`config.mk`:
```
export PLATFORM = sky130hd
export DESIGN_NAME = mem_port_arbiter
export DESIGN_NICKNAME = d
export VERILOG_FILES = /design/src/rtl/mem_port_arbiter.sv
export SDC_FILE = /design/constraint.sdc
export NUM_CORES = 1
export LEC_CHECK = 0
export CAP_MARGIN = 20
export CORE_MARGIN = 5
export CORE_UTILIZATION = 55
export DETAILED_ROUTE_END_ITERATION = 10
export DONT_BUFFER_PORTS = 1
export GPL_TIMING_DRIVEN = 0
export PLACE_DENSITY = 0.73
export SKIP_LAST_GASP = 1
export SYNTH_ARGS = -nofsm -noshare
export SYNTH_HDL_FRONTEND = slang
export SYNTH_SLANG_ARGS = --single-unit
```
`constraint.sdc`:
```
create_clock -name clk -period 2.88 [get_ports clk]
set_input_delay 0.432 -clock clk [delete_from_list [all_inputs] [get_ports clk]]
set_output_delay 0.432 -clock clk [all_outputs]
set_load 0.05 [all_outputs]
```
`src/rtl/mem_port_arbiter.sv`:
```
// Arbitrates a write and a read requester onto one memory command port with burst-limited fairness.
// Accept in cycle N issues the command in N+1; fifo_full_mem or MAX_OUTSTANDING reads in flight drop readies combinationally.
module mem_port_arbiter #(
    parameter int ADDRESS_WIDTH   = 25,
    parameter int MAX_BURST       = 8,
    parameter int MAX_OUTSTANDING = 4
) (
    input  logic                     clk,
    input  logic                     reset,

    input  logic                     wr_req_valid,
    input  logic [ADDRESS_WIDTH-1:0] wr_req_address,
    input  logic [7:0]               wr_req_data,
    output logic                     wr_req_ready,

    input  logic                     rd_req_valid,
    input  logic [ADDRESS_WIDTH-1:0] rd_req_address,
    output logic                     rd_req_ready,
    output logic [7:0]               rd_data,
    output logic                     rd_data_valid,

    output logic [ADDRESS_WIDTH-1:0] address_mem,
    output logic                     wr_mem,
    output logic [7:0]               data_out_mem,
    output logic                     data_out_ready_mem,
    input  logic                     fifo_full_mem,
    input  logic [7:0]               data_in_mem,
    input  logic                     data_in_ready_mem,
    output logic                     rd_underflow_err
);

    localparam int BW = $clog2(MAX_BURST + 1);
    localparam int OW = $clog2(MAX_OUTSTANDING + 1);
    localparam logic [BW-1:0] BURST_MAX = BW'(MAX_BURST);
    localparam logic [BW-1:0] BURST_ONE = BW'(1);
    localparam logic [OW-1:0] OUT_MAX   = OW'(MAX_OUTSTANDING);

    typedef enum logic [1:0] {IDLE, WR_OWN, RD_OWN} state_t;

    state_t         state;
    logic [BW-1:0]  burst_cnt;
    logic [OW-1:0]  outstanding;
    logic           wr_ok;
    logic           rd_ok;
    logic           burst_open;
    logic           grant_wr;
    logic           grant_rd;
    logic           ret_dec;

    always_comb begin
        wr_ok      = wr_req_valid && !fifo_full_mem;
        rd_ok      = rd_req_valid && !fifo_full_mem && (outstanding < OUT_MAX);
        burst_open = burst_cnt < BURST_MAX;
        grant_wr   = 1'b0;
        grant_rd   = 1'b0;
        if (!reset) begin
            case (state)
                IDLE: begin
                    if (rd_ok)      grant_rd = 1'b1;
                    else if (wr_ok) grant_wr = 1'b1;
                end
                // Owner keeps the port until its burst is spent, then yields only if the other side can go.
                WR_OWN: begin
                    if (wr_ok && burst_open) grant_wr = 1'b1;
                    else if (rd_ok)          grant_rd = 1'b1;
                    else if (wr_ok)          grant_wr = 1'b1;
                end
                RD_OWN: begin
                    if (rd_ok && burst_open) grant_rd = 1'b1;
                    else if (wr_ok)          grant_wr = 1'b1;
                    else if (rd_ok)          grant_rd = 1'b1;
                end
                default: ;
            endcase
        end
    end

    assign wr_req_ready = grant_wr;
    assign rd_req_ready = grant_rd;
    assign ret_dec      = data_in_ready_mem && (outstanding != '0);

    always_ff @(posedge clk) begin
        if (reset) begin
            state     <= IDLE;
            burst_cnt <= '0;
        end else begin
            case (state)
                IDLE: begin
                    if (grant_rd) begin
                        state     <= RD_OWN;
                        burst_cnt <= BURST_ONE;
                    end else if (grant_wr) begin
                        state     <= WR_OWN;
                        burst_cnt <= BURST_ONE;
                    end
                end
                WR_OWN: begin
                    if (grant_wr) begin
                        if (burst_open) burst_cnt <= burst_cnt + BURST_ONE;
                    end else if (grant_rd) begin
                        state     <= RD_OWN;
                        burst_cnt <= BURST_ONE;
                    end else if (!wr_req_valid) begin
                        state     <= IDLE;
                        burst_cnt <= '0;
                    end
                end
                RD_OWN: begin
                    if (grant_rd) begin
                        if (burst_open) burst_cnt <= burst_cnt + BURST_ONE;
                    end else if (grant_wr) begin
                        state     <= WR_OWN;
                        burst_cnt <= BURST_ONE;
                    end else if (!rd_req_valid) begin
                        state     <= IDLE;
                        burst_cnt <= '0;
                    end
                end
                default: begin
                    state     <= IDLE;
                    burst_cnt <= '0;
                end
            endcase
        end
    end

    always_ff @(posedge clk) begin
        if (reset) begin
            address_mem        <= '0;
            wr_mem             <= 1'b0;
            data_out_mem       <= '0;
            data_out_ready_mem <= 1'b0;
        end else begin
            data_out_ready_mem <= grant_wr || grant_rd;
            if (grant_wr) begin
                address_mem  <= wr_req_address;
                wr_mem       <= 1'b1;
                data_out_mem <= wr_req_data;
            end else if (grant_rd) begin
                address_mem  <= rd_req_address;
                wr_mem       <= 1'b0;
            end
        end
    end

    // A return with nothing in flight is flagged but still forwarded; the count never goes below zero.
    always_ff @(posedge clk) begin
        if (reset) begin
            outstanding      <= '0;
            rd_data          <= '0;
            rd_data_valid    <= 1'b0;
            rd_underflow_err <= 1'b0;
        end else begin
            rd_data_valid <= data_in_ready_mem;
            if (data_in_ready_mem) rd_data <= data_in_mem;
            if (data_in_ready_mem && (outstanding == '0)) rd_underflow_err <= 1'b1;
            case ({grant_rd, ret_dec})
                2'b10:   outstanding <= outstanding + OW'(1);
                2'b01:   outstanding <= outstanding - OW'(1);
                default: outstanding <= outstanding;
            endcase
        end
    end

endmodule

```
* After elaboration in Yosys (flattened, before gate mapping)
Index checks and enable logic that the tools add are counted.
** Cells by class
- $add $sub $neg :: 3
- Order comparisons :: 2
- Equality and inequality tests :: 11
- Mux-type cells :: 36
- Reduce and logical (&&, ||, !) cells :: 16
** Operator list (count)
- $mux W25 :: 2
- $mux W4 :: 9
- $mux W2 :: 8
- $mux W1 :: 12
- $pmux W4 S3 :: 1
- $ne A3 B3 Y1 const B :: 3
- $ne A4 B4 Y1 const B :: 2
- $logic_and A1 B1 Y1 :: 7
- $pmux W1 S3 :: 2
- $pmux W2 S3 :: 1
- $pmux W3 S2 :: 1
- $reduce_and A5 Y1 :: 1
- $add A4 B1 Y4 const B :: 1
- $eq A2 B1 Y1 const B :: 2
- $eq A2 B2 Y1 const B :: 2
- $lt A4 B4 Y1 const B :: 1
- $ne A2 B2 Y1 const B :: 2
- $reduce_bool A2 Y1 :: 2
- $add A3 B1 Y3 const B :: 1
- $logic_not A3 Y1 :: 1
- $lt A3 B3 Y1 const B :: 1
- $reduce_and A3 Y1 :: 1
- $reduce_bool A3 Y1 :: 1
- $sub A3 B1 Y3 const B :: 1
- 3 further kinds :: 3
** Word-level totals
- Flip-flop bits (word level) :: 54
- Output and inout bits :: 47

* Depth between registers and ports, before layout
Gate-level depths: netlist of run 1.
- Word-level depth :: 11
- Depth in mapped cells :: 10

* Worst setup path before layout of run 1
OpenSTA, ideal clock, no wires.
- Path type :: in2reg
- From :: input port data_in_ready_mem
- To :: register outstanding[2]
- Setup time :: 70 ps
- Arrival time :: 2132 ps
- Data required time :: 2810 ps
- Slack :: 677 ps
- Stages :: 8
- Cell sequence :: clkbuf_1 nor2b_1 ha_1 inv_1 fa_1 xor2_1 or3_1 a21oi_1
** On the way
- Word-level cells in the longest chain between the ends :: 3
- Elaborated cells on any way between the ends :: 5
** Ends and longest elaborated chain
- start: declaration :: RTL line 28 : input logic data_in_ready_mem,
- $logic_and A1 B1 Y1 * :: RTL line 80 : assign ret_dec = data_in_ready_mem && (outstanding != '0);
- $eq A2 B1 Y1 / $eq A2 B2 Y1 (equally long branches) :: RTL line 157 : case ({grant_rd, ret_dec})
- $pmux W3 S2 / $reduce_bool A2 Y1 (equally long branches)
- end signal: assignment :: RTL line 158 : 2'b10: outstanding <= outstanding + OW'(1);
- end signal: assignment :: RTL line 159 : 2'b01: outstanding <= outstanding - OW'(1);
- end signal: assignment :: RTL line 160 : default: outstanding <= outstanding;
- end: declaration :: RTL line 42 : logic [OW-1:0] outstanding;
Mark *: on every way between the ends. The rest lies on a longest branch, timed or not.
A chain may end at the register's enable or synchronous reset.

* Worst setup path in the final report of run 1
- From :: register outstanding[2]
- To :: output port rd_req_ready
** On the way
- Word-level cells in the longest chain between the ends :: 7
- Elaborated cells on any way between the ends :: 9
** Ends and longest elaborated chain
- $lt A3 B3 Y1 * :: RTL line 52 : rd_ok = rd_req_valid && !fifo_full_mem && (outstanding < OUT_MAX);
- $logic_and A1 B1 Y1 * :: RTL line 52
- $mux W1 :: RTL line 59, 65, 71
- $mux W1 :: RTL line 70 : else if (wr_ok) grant_wr = 1'b1;
- $mux W1 :: RTL line 69 : if (rd_ok && burst_open) grant_rd = 1'b1;
- $pmux W1 S3 * :: RTL line 57 : case (state)
- $mux W1 * :: RTL line 56 : if (!reset) begin
- end: declaration :: RTL line 18 : output logic rd_req_ready,
Marks and branches as above.

==> run metrics, run 1 <==
Buf+Inv Stages, Crit Path=2; post-synthesis sequential element count=54; most repeated cell in the gate-level netlist after synthesis=dfxtp_1; Max rail drop VDD=approximately 0.36 mV; global-route wire length before repair=roughly 7900 µm; largest net degree at the start of global routing=17; Std-Cell Rows=23; max cap viols=0; routed length on met2=~2600 µm; TritonCTS clock tree=built; startpoint of the worst register-to-register path=state[0]; post-synthesis cell count=261; Net Count, Synth=336; number of stages on the worst hold path=2; Setup WS post-layout=0.420 ns; library cell occupying the most area in the post-synthesis netlist=dfxtp_1; Hold WC Path Type=in2reg; total die area=approximately 0.0057 mm²; post-route non-filler standard cell count=approximately 320; power density over the cells=around 680 mW/mm²; Max Clk Rate=between 400 and 500 MHz; sequential share of the synthesized area=0.462; number of endpoints failing setup at the final stage=0; result of the run=complete, no violations; hold endpoint=data_out_mem[2]; sink count of the clock tree=54; hold violation total from the final report=0; unrepaired setup endpoints after global routing=no; most area-consuming cells after synthesis=dfxtp_1 (46%), a22oi_1 (8.3%), a21oi_1 (7.1%); met1 WL=~2200 µm; maximum net fanout on the critical path=10; final critical-path required period=2.46 ns; final worst clock skew=0.00710 ns; Total Wirelength=5430 µm; Detail Route Antenna Nets=0; # diodes=0; drt first pass iters=4; actual transition at the worst max-transition pin=between 0.5 and 0.6 ns; DR vias/cell=about 5.9; Setup WS pre-CTS=0.527 ns; fraction of synthesis flops using an asynchronous set or reset pin=0; Cell Area, Placed=around 0.0024 mm²; Buffers on Ports=0; clock latency of the later-clocked register in the worst-skew pair=a little over 0.3 ns; cell with the largest stage delay on the worst path=nor4b_2; worst stage delay on the critical path=around 0.40 ns; initial antenna violation count=0; NumNets Final=between 300 and 400; I/O pin count=between 100 and 150; post-synth top area share=0.462; utilization after layout=0.618; starting utilization of the core area=0.577; Psw=slightly below 600 µW; CP Data Required Time=around 2.5 ns; Placeable Area=around 0.0041 mm²; Worst slew margin=0.618; Comb power frac=0.146; Post-synth top cells=dfxtp_1 (54), nand2_1 (34), a21oi_1 (33), a22oi_1 (26), nor2_1 (14); TritonCTS Buffers=5; family with the most delay on the worst path=buffers and inverters; slack of the worst reg-to-reg path=around 0.52 ns; total leakage power=~0.0009 µW; Critical Path, Cell by Cell=nor4b_2, o211a_1, buf_2, buf_2; number of violations reported at the end of detailed-routing iteration 0=between 90 and 100; Die H=~75 µm; depth of the worst register-to-register path=10; clock root buffer=clkbuf_8; vias in the first global route=approximately 1700; clock transition time at the flip-flop clock pins of the worst setup and hold paths=0.09 ns; Sequential Power Share=0.584; per-instance average area after synthesis=between 8 and 9 µm²; grt total ovfl=0; Placed Cells=approximately 310; floorplan die width=75.2 µm; Top FF cell, synth=dfxtp_1; Detail Route met3 WL=around 600 µm; internal power component=1130 µW; hold path startpoint=wr_req_data[2]; post-cts gate resize count=0; Placer Congestion=a little over 0.8; setup tns final=0 ns; post-CTS setup buffers=0; total of hold buffers inserted after clock tree synthesis=0; number of synthesized flops with an enable pin=0; proportion of layout cells with a drive suffix above 1=0.108; summed area of non-filler cells in the final layout=roughly 0.0025 mm²; cell repeated most along the worst path=buf_2; Distinct cells, synth=42; endpoint kind of the worst setup timing path=primary output; Highest Signal Layer=met4; arrival time worst endpoint=roughly 2 ns; clock network power share=0.270; destination of the worst register-to-register timing path=outstanding[2]; CTS H-Tree Depth=2; maximum root-to-sink buffer count=2; total global routing track utilization=0.182; total number of vias=around 1900; startpoint-to-endpoint class of the critical path=reg2out; Layout area overhead=7.16%; post-detailed-route DRC marker count=0; WL per Instance=about 17 µm; yosys warns=0; switching part of the total=0.339; number of slew-limit violations in the final report=0; Post-DP HPWL=roughly 4200 µm; period utilization=0.854; post-synthesis instance area=between 0.002 and 0.0025 mm²; startpoint type of the worst setup path=flop
==> cell usage in the layout (no fill, tap or decap), types with 2 or more instances in the layout <==
cell type	instances
nor3_1	2
inv_1	8
a31o_2	2
clkbuf_1	8
a211oi_1	4
buf_4	2
nand2_1	34
dfxtp_1	54
nand3_1	2
or3_1	2
clkbuf_8	7
ha_1	2
a22oi_1	26
xor2_1	2
inv_4	2
a21oi_1	33
mux2i_1	9
nor2b_1	3
nor2_1	14
nand2b_1	11
o21ai_0	12
buf_2	8
==> worst register-to-register path: cells and delay by family (launching register included) <==
family	cells	cell delay, ns
adder cells (fa/ha/maj)	2	0.55
XOR/XNOR	1	0.15
flip-flops	1	0.32
buffers and inverters	3	0.48
AND/OR/NAND/NOR	2	0.46
AO/OA/AOI/OAI	2	0.35
==> worst max path at each step <==
| stage | from | end | slack (ns) | cells after the start |
|---|---|---|---|---|
| 5_1_grt | outstanding[2] | rd_req_ready | 0.26 | 4 |
| 6_report | outstanding[2] | rd_req_ready | 0.42 | 4 |
| 4_1_cts | outstanding[2] | rd_req_ready | 0.42 | 4 |
| 2_1_floorplan | data_in_ready_mem | outstanding[2] | 0.68 | 8 |
| 3_5_place_dp | data_in_ready_mem | outstanding[2] | 0.53 | 8 |
| 3_3_place_gp | data_in_ready_mem | outstanding[2] | 0.55 | 8 |
==> power by group through the flow <==
stage               Clock (µW)  Combinational, µW  Sequential (µW)
floorplan                    0                209              999
global placement             0                246             1010
detailed placement           0                247             1010
CTS                        467                251              996
global route               506                282             1000
finish                     460                248              994
==> sequential cells by signal (all words and copies together), names as in the netlist <==
name / count
state: 2
outstanding: 3
address_mem: 25
wr_mem: 1
rd_data: 8
data_out_mem: 8
rd_underflow_err: 1
rd_data_valid: 1
data_out_ready_mem: 1
burst_cnt: 4
==> metal layers <==
layer / GRT usage / up-vias
met5: 0 / -
met4: 0.0350 / 0
met3: 0.0881 / 4
met2: 0.299 / 81
met1: 0.219 / 872
li1: - / 936
==> through the flow <==
step	total power, µW	hold WS [ns]
3_3_place_gp	1260	0.499
2_1_floorplan	1210	0.470
5_1_grt	1790	0.219
4_1_cts	1710	0.235
3_5_place_dp	1260	0.522
6_report	1700	0.238
==> cells by family after synthesis <==
kind of cell,count (synthesis),share of synthesized area
fa+ha+maj,3,0.0192
simple gates,77,0.168
mux,9,0.0385
compound gates,88,0.250
xor+xnor,2,0.00748
buf+inv,28,0.0545
flops,54,0.462
==> area by class of cell <==
class                   count  area, µm²
multi-input cells         179       1130
inverters                  10       42.5
well taps                  50       62.6
fillers                   375       1550
clock inverters             1       8.76
flip-flops and latches     54       1080
plain buffers              18       85.1
clock buffers               7       96.3
No activity file was read; power rests on OpenSTA's default activity.
==> run 2, diff against run 1 <==
--- a/config.mk
+++ b/config.mk
@@ -6,12 +6,15 @@
 export NUM_CORES = 1
 export LEC_CHECK = 0
 export CAP_MARGIN = 20
+export CELL_PAD_IN_SITES_DETAIL_PLACEMENT = 1
+export CELL_PAD_IN_SITES_GLOBAL_PLACEMENT = 1
 export CORE_MARGIN = 5
-export CORE_UTILIZATION = 55
+export CORE_UTILIZATION = 44
 export DETAILED_ROUTE_END_ITERATION = 10
 export DONT_BUFFER_PORTS = 1
 export GPL_TIMING_DRIVEN = 0
-export PLACE_DENSITY = 0.73
+export PLACE_DENSITY = 0.81
+export REMOVE_ABC_BUFFERS = 1
 export SKIP_LAST_GASP = 1
 export SYNTH_ARGS = -nofsm -noshare
 export SYNTH_HDL_FRONTEND = slang
==> constraint.sdc (replaced) <==
create_clock -name clk -period 2.88 [get_ports clk]
set_input_delay 0.288 -clock clk [delete_from_list [all_inputs] [get_ports clk]]
set_output_delay 0.288 -clock clk [all_outputs]
set_load 0.05 [all_outputs]
==> run metrics, run 2 (synthesis results as in run 1) <==
result of the run=complete, no violations; startpoint type of the worst setup path=flop; register with the most flip-flops=address_mem; TritonCTS clock tree=built; Max Clk Rate=399 MHz (-1.9%); global-route wire length before repair=9940 µm (+26%); final worst clock skew=0.00522 ns (-0.00188 ns); total global routing track utilization=0.174 (-0.00852); total number of vias=1856 (-2.0%); clock transition time at the flip-flop clock pins of the worst setup and hold paths=0.09 ns (about the same); startpoint-to-endpoint class of the critical path=reg2reg; Std-Cell Rows=26 (+13%); actual transition at the worst max-transition pin=0.701 ns (+0.128 ns); NumNets Final=326 (-5.0%); overall power=1640 µW (-4.0%); final critical-path required period=2.51 ns (+0.0489 ns); Detail Route Antenna Nets=0 (unchanged); CTS H-Tree Depth=2 (unchanged); floorplan die width=82.9 µm (+10%); max cap viols=0 (unchanged); Post-DP HPWL=4380 µm (+5.0%); cell repeated most along the worst path=inv_1; Placer Congestion=0.765 (-7.0%); post-route non-filler standard cell count=320 (+0.31%); Buffers on Ports=0 (unchanged); number of slew-limit violations in the final report=0 (unchanged); initial antenna violation count=0 (unchanged); period utilization=0.871 (+0.0170); CP Data Required Time=3.11 ns (+0.66 ns); post-CTS setup buffers=0 (unchanged); Layout area overhead=4.86%; maximum root-to-sink buffer count=2 (unchanged); clock latency of the later-clocked register in the worst-skew pair=0.29 ns (-0.02 ns); commonest non-fill, non-tap cells in the layout=dfxtp_1 (53), nand2_1 (34), a21oi_1 (33); Total Wirelength=5890 µm (+8.3%); Max rail drop VDD=0.270 mV (-24%); Worst slew margin=0.531 (-0.0864); max reg flops=25 (unchanged); Die H=82.9 µm (+10%); utilization after layout=0.478 (-0.141); post-cts gate resize count=0 (unchanged); worst stage delay on the critical path=0.49 ns (+0.09 ns); total die area=0.00688 mm² (+22%); DR vias/cell=5.80 (-2.3%); sink count of the clock tree=54 (unchanged); maximum net fanout on the critical path=13 (+3); number of endpoints failing setup at the final stage=0 (unchanged); total leakage power=0.000838 µW (-7.1%); grt total ovfl=0 (unchanged); setup tns final=0 ns (unchanged); power density over the cells=666 mW/mm² (-1.9%); cell with the largest stage delay on the worst path=dfxtp_1; arrival time worst endpoint=2.74 ns (+0.71 ns); largest net degree at the start of global routing=60 (+43); endpoint kind of the worst setup timing path=flop; leading cell type in the layout, fill and taps excluded=dfxtp_1; Placeable Area=0.00514 mm² (+27%); I/O pin count=119 (unchanged); Placed Cells=314 (+0.96%); total of hold buffers inserted after clock tree synthesis=0 (unchanged); post-detailed-route DRC marker count=0 (unchanged); Critical Path, Cell by Cell=inv_1, o211a_2, inv_1, ha_1, inv_1, fa_1, xor2_1, or3_1, a21oi_1; clock root buffer=clkbuf_8; vias in the first global route=2007 (+18%); TritonCTS Buffers=5 (unchanged); starting utilization of the core area=0.455 (-0.121); number of violations reported at the end of detailed-routing iteration 0=90 (-2.2%); Hold WC Path Type=in2reg; drt first pass iters=4 (unchanged); # diodes=0 (unchanged); hold violation total from the final report=0 (unchanged); proportion of layout cells with a drive suffix above 1=0.0800 (-0.0278); WL per Instance=18.4 µm (+8.0%); Largest regs=address_mem (25), data_out_mem (8), rd_data (8); unrepaired setup endpoints after global routing=no
==> run 2: cell count changes in the layout (fill, tap and decap cells not counted) <==
cell	change
buf_2	-8
clkbuf_1	-8
buf_4	-2
buf_16	+1
clkbuf_8	-1
clkinv_4	-1
dfxtp_1	-1
dfxtp_2	+1
o211a_1	-1
o211a_2	+1
==> run 2: worst max-delay path, delay by kind of cell (launching register included) <==
family | cells | cell delay [ns]
XOR/XNOR | 1 | 0.16
flip-flops | 1 | 0.49
AND/OR/NAND/NOR | 1 | 0.30
AO/OA/AOI/OAI | 2 | 0.56
buffers and inverters | 3 | 0.37
adder cells (fa/ha/maj) | 2 | 0.57
==> run 2: final timing paths <==
| check | slack [ns] | startpoint | depth (start not counted) | to |
|---|---|---|---|---|
| worst max-delay path | 0.37 | state[1] | 9 | outstanding[2] |
| worst min-delay path | 0.06 | reset | 1 | rd_data[4] |
| worst max register to register | 0.37 | state[1] | 9 | outstanding[2] |
| worst min register to register | 0.52 | burst_cnt[2] | 2 | burst_cnt[2] |
==> run 2: stage by stage <==
step / hold WS (ns) / setup slack, ns / instance area (µm²)
2_1_floorplan: 0.354 / 0.117 / 2260
3_3_place_gp: 0.362 / -0.315 / 2340
3_5_place_dp: 0.365 / 0.220 / 2370
4_1_cts: 0.0381 / 0.202 / 2450
5_1_grt: 0.0262 / 0.157 / 2450
6_report: 0.0595 / 0.371 / 2450
==> run 2: cell type report <==
class | count | area, µm²
fillers | 614 | 2690
multi-input cells | 179 | 1130
flip-flops and latches | 54 | 1080
well taps | 70 | 87.6
clock buffers | 6 | 82.6
inverters | 10 | 42.5
repair buffers | 1 | 27.5
==> run 2: layer usage <==
layer | vias to the layer above | wire length, µm | global-route usage
li1 | 898 | - | -
met1 | 890 | 2290 | 0.190
met2 | 63 | 3150 | 0.321
met3 | 5 | 393 | 0.0495
met4 | 0 | 55 | 0.0535
met5 | - | 0 | 0
==> run 2: power by group <==
group / switching (µW) / internal, µW / total (µW) / leakage, µW
Sequential: 196 / 805 / 1000 / 0.000442
Combinational: 133 / 97.6 / 231 / 0.000353
Clock: 218 / 186 / 404 / 0.0000431
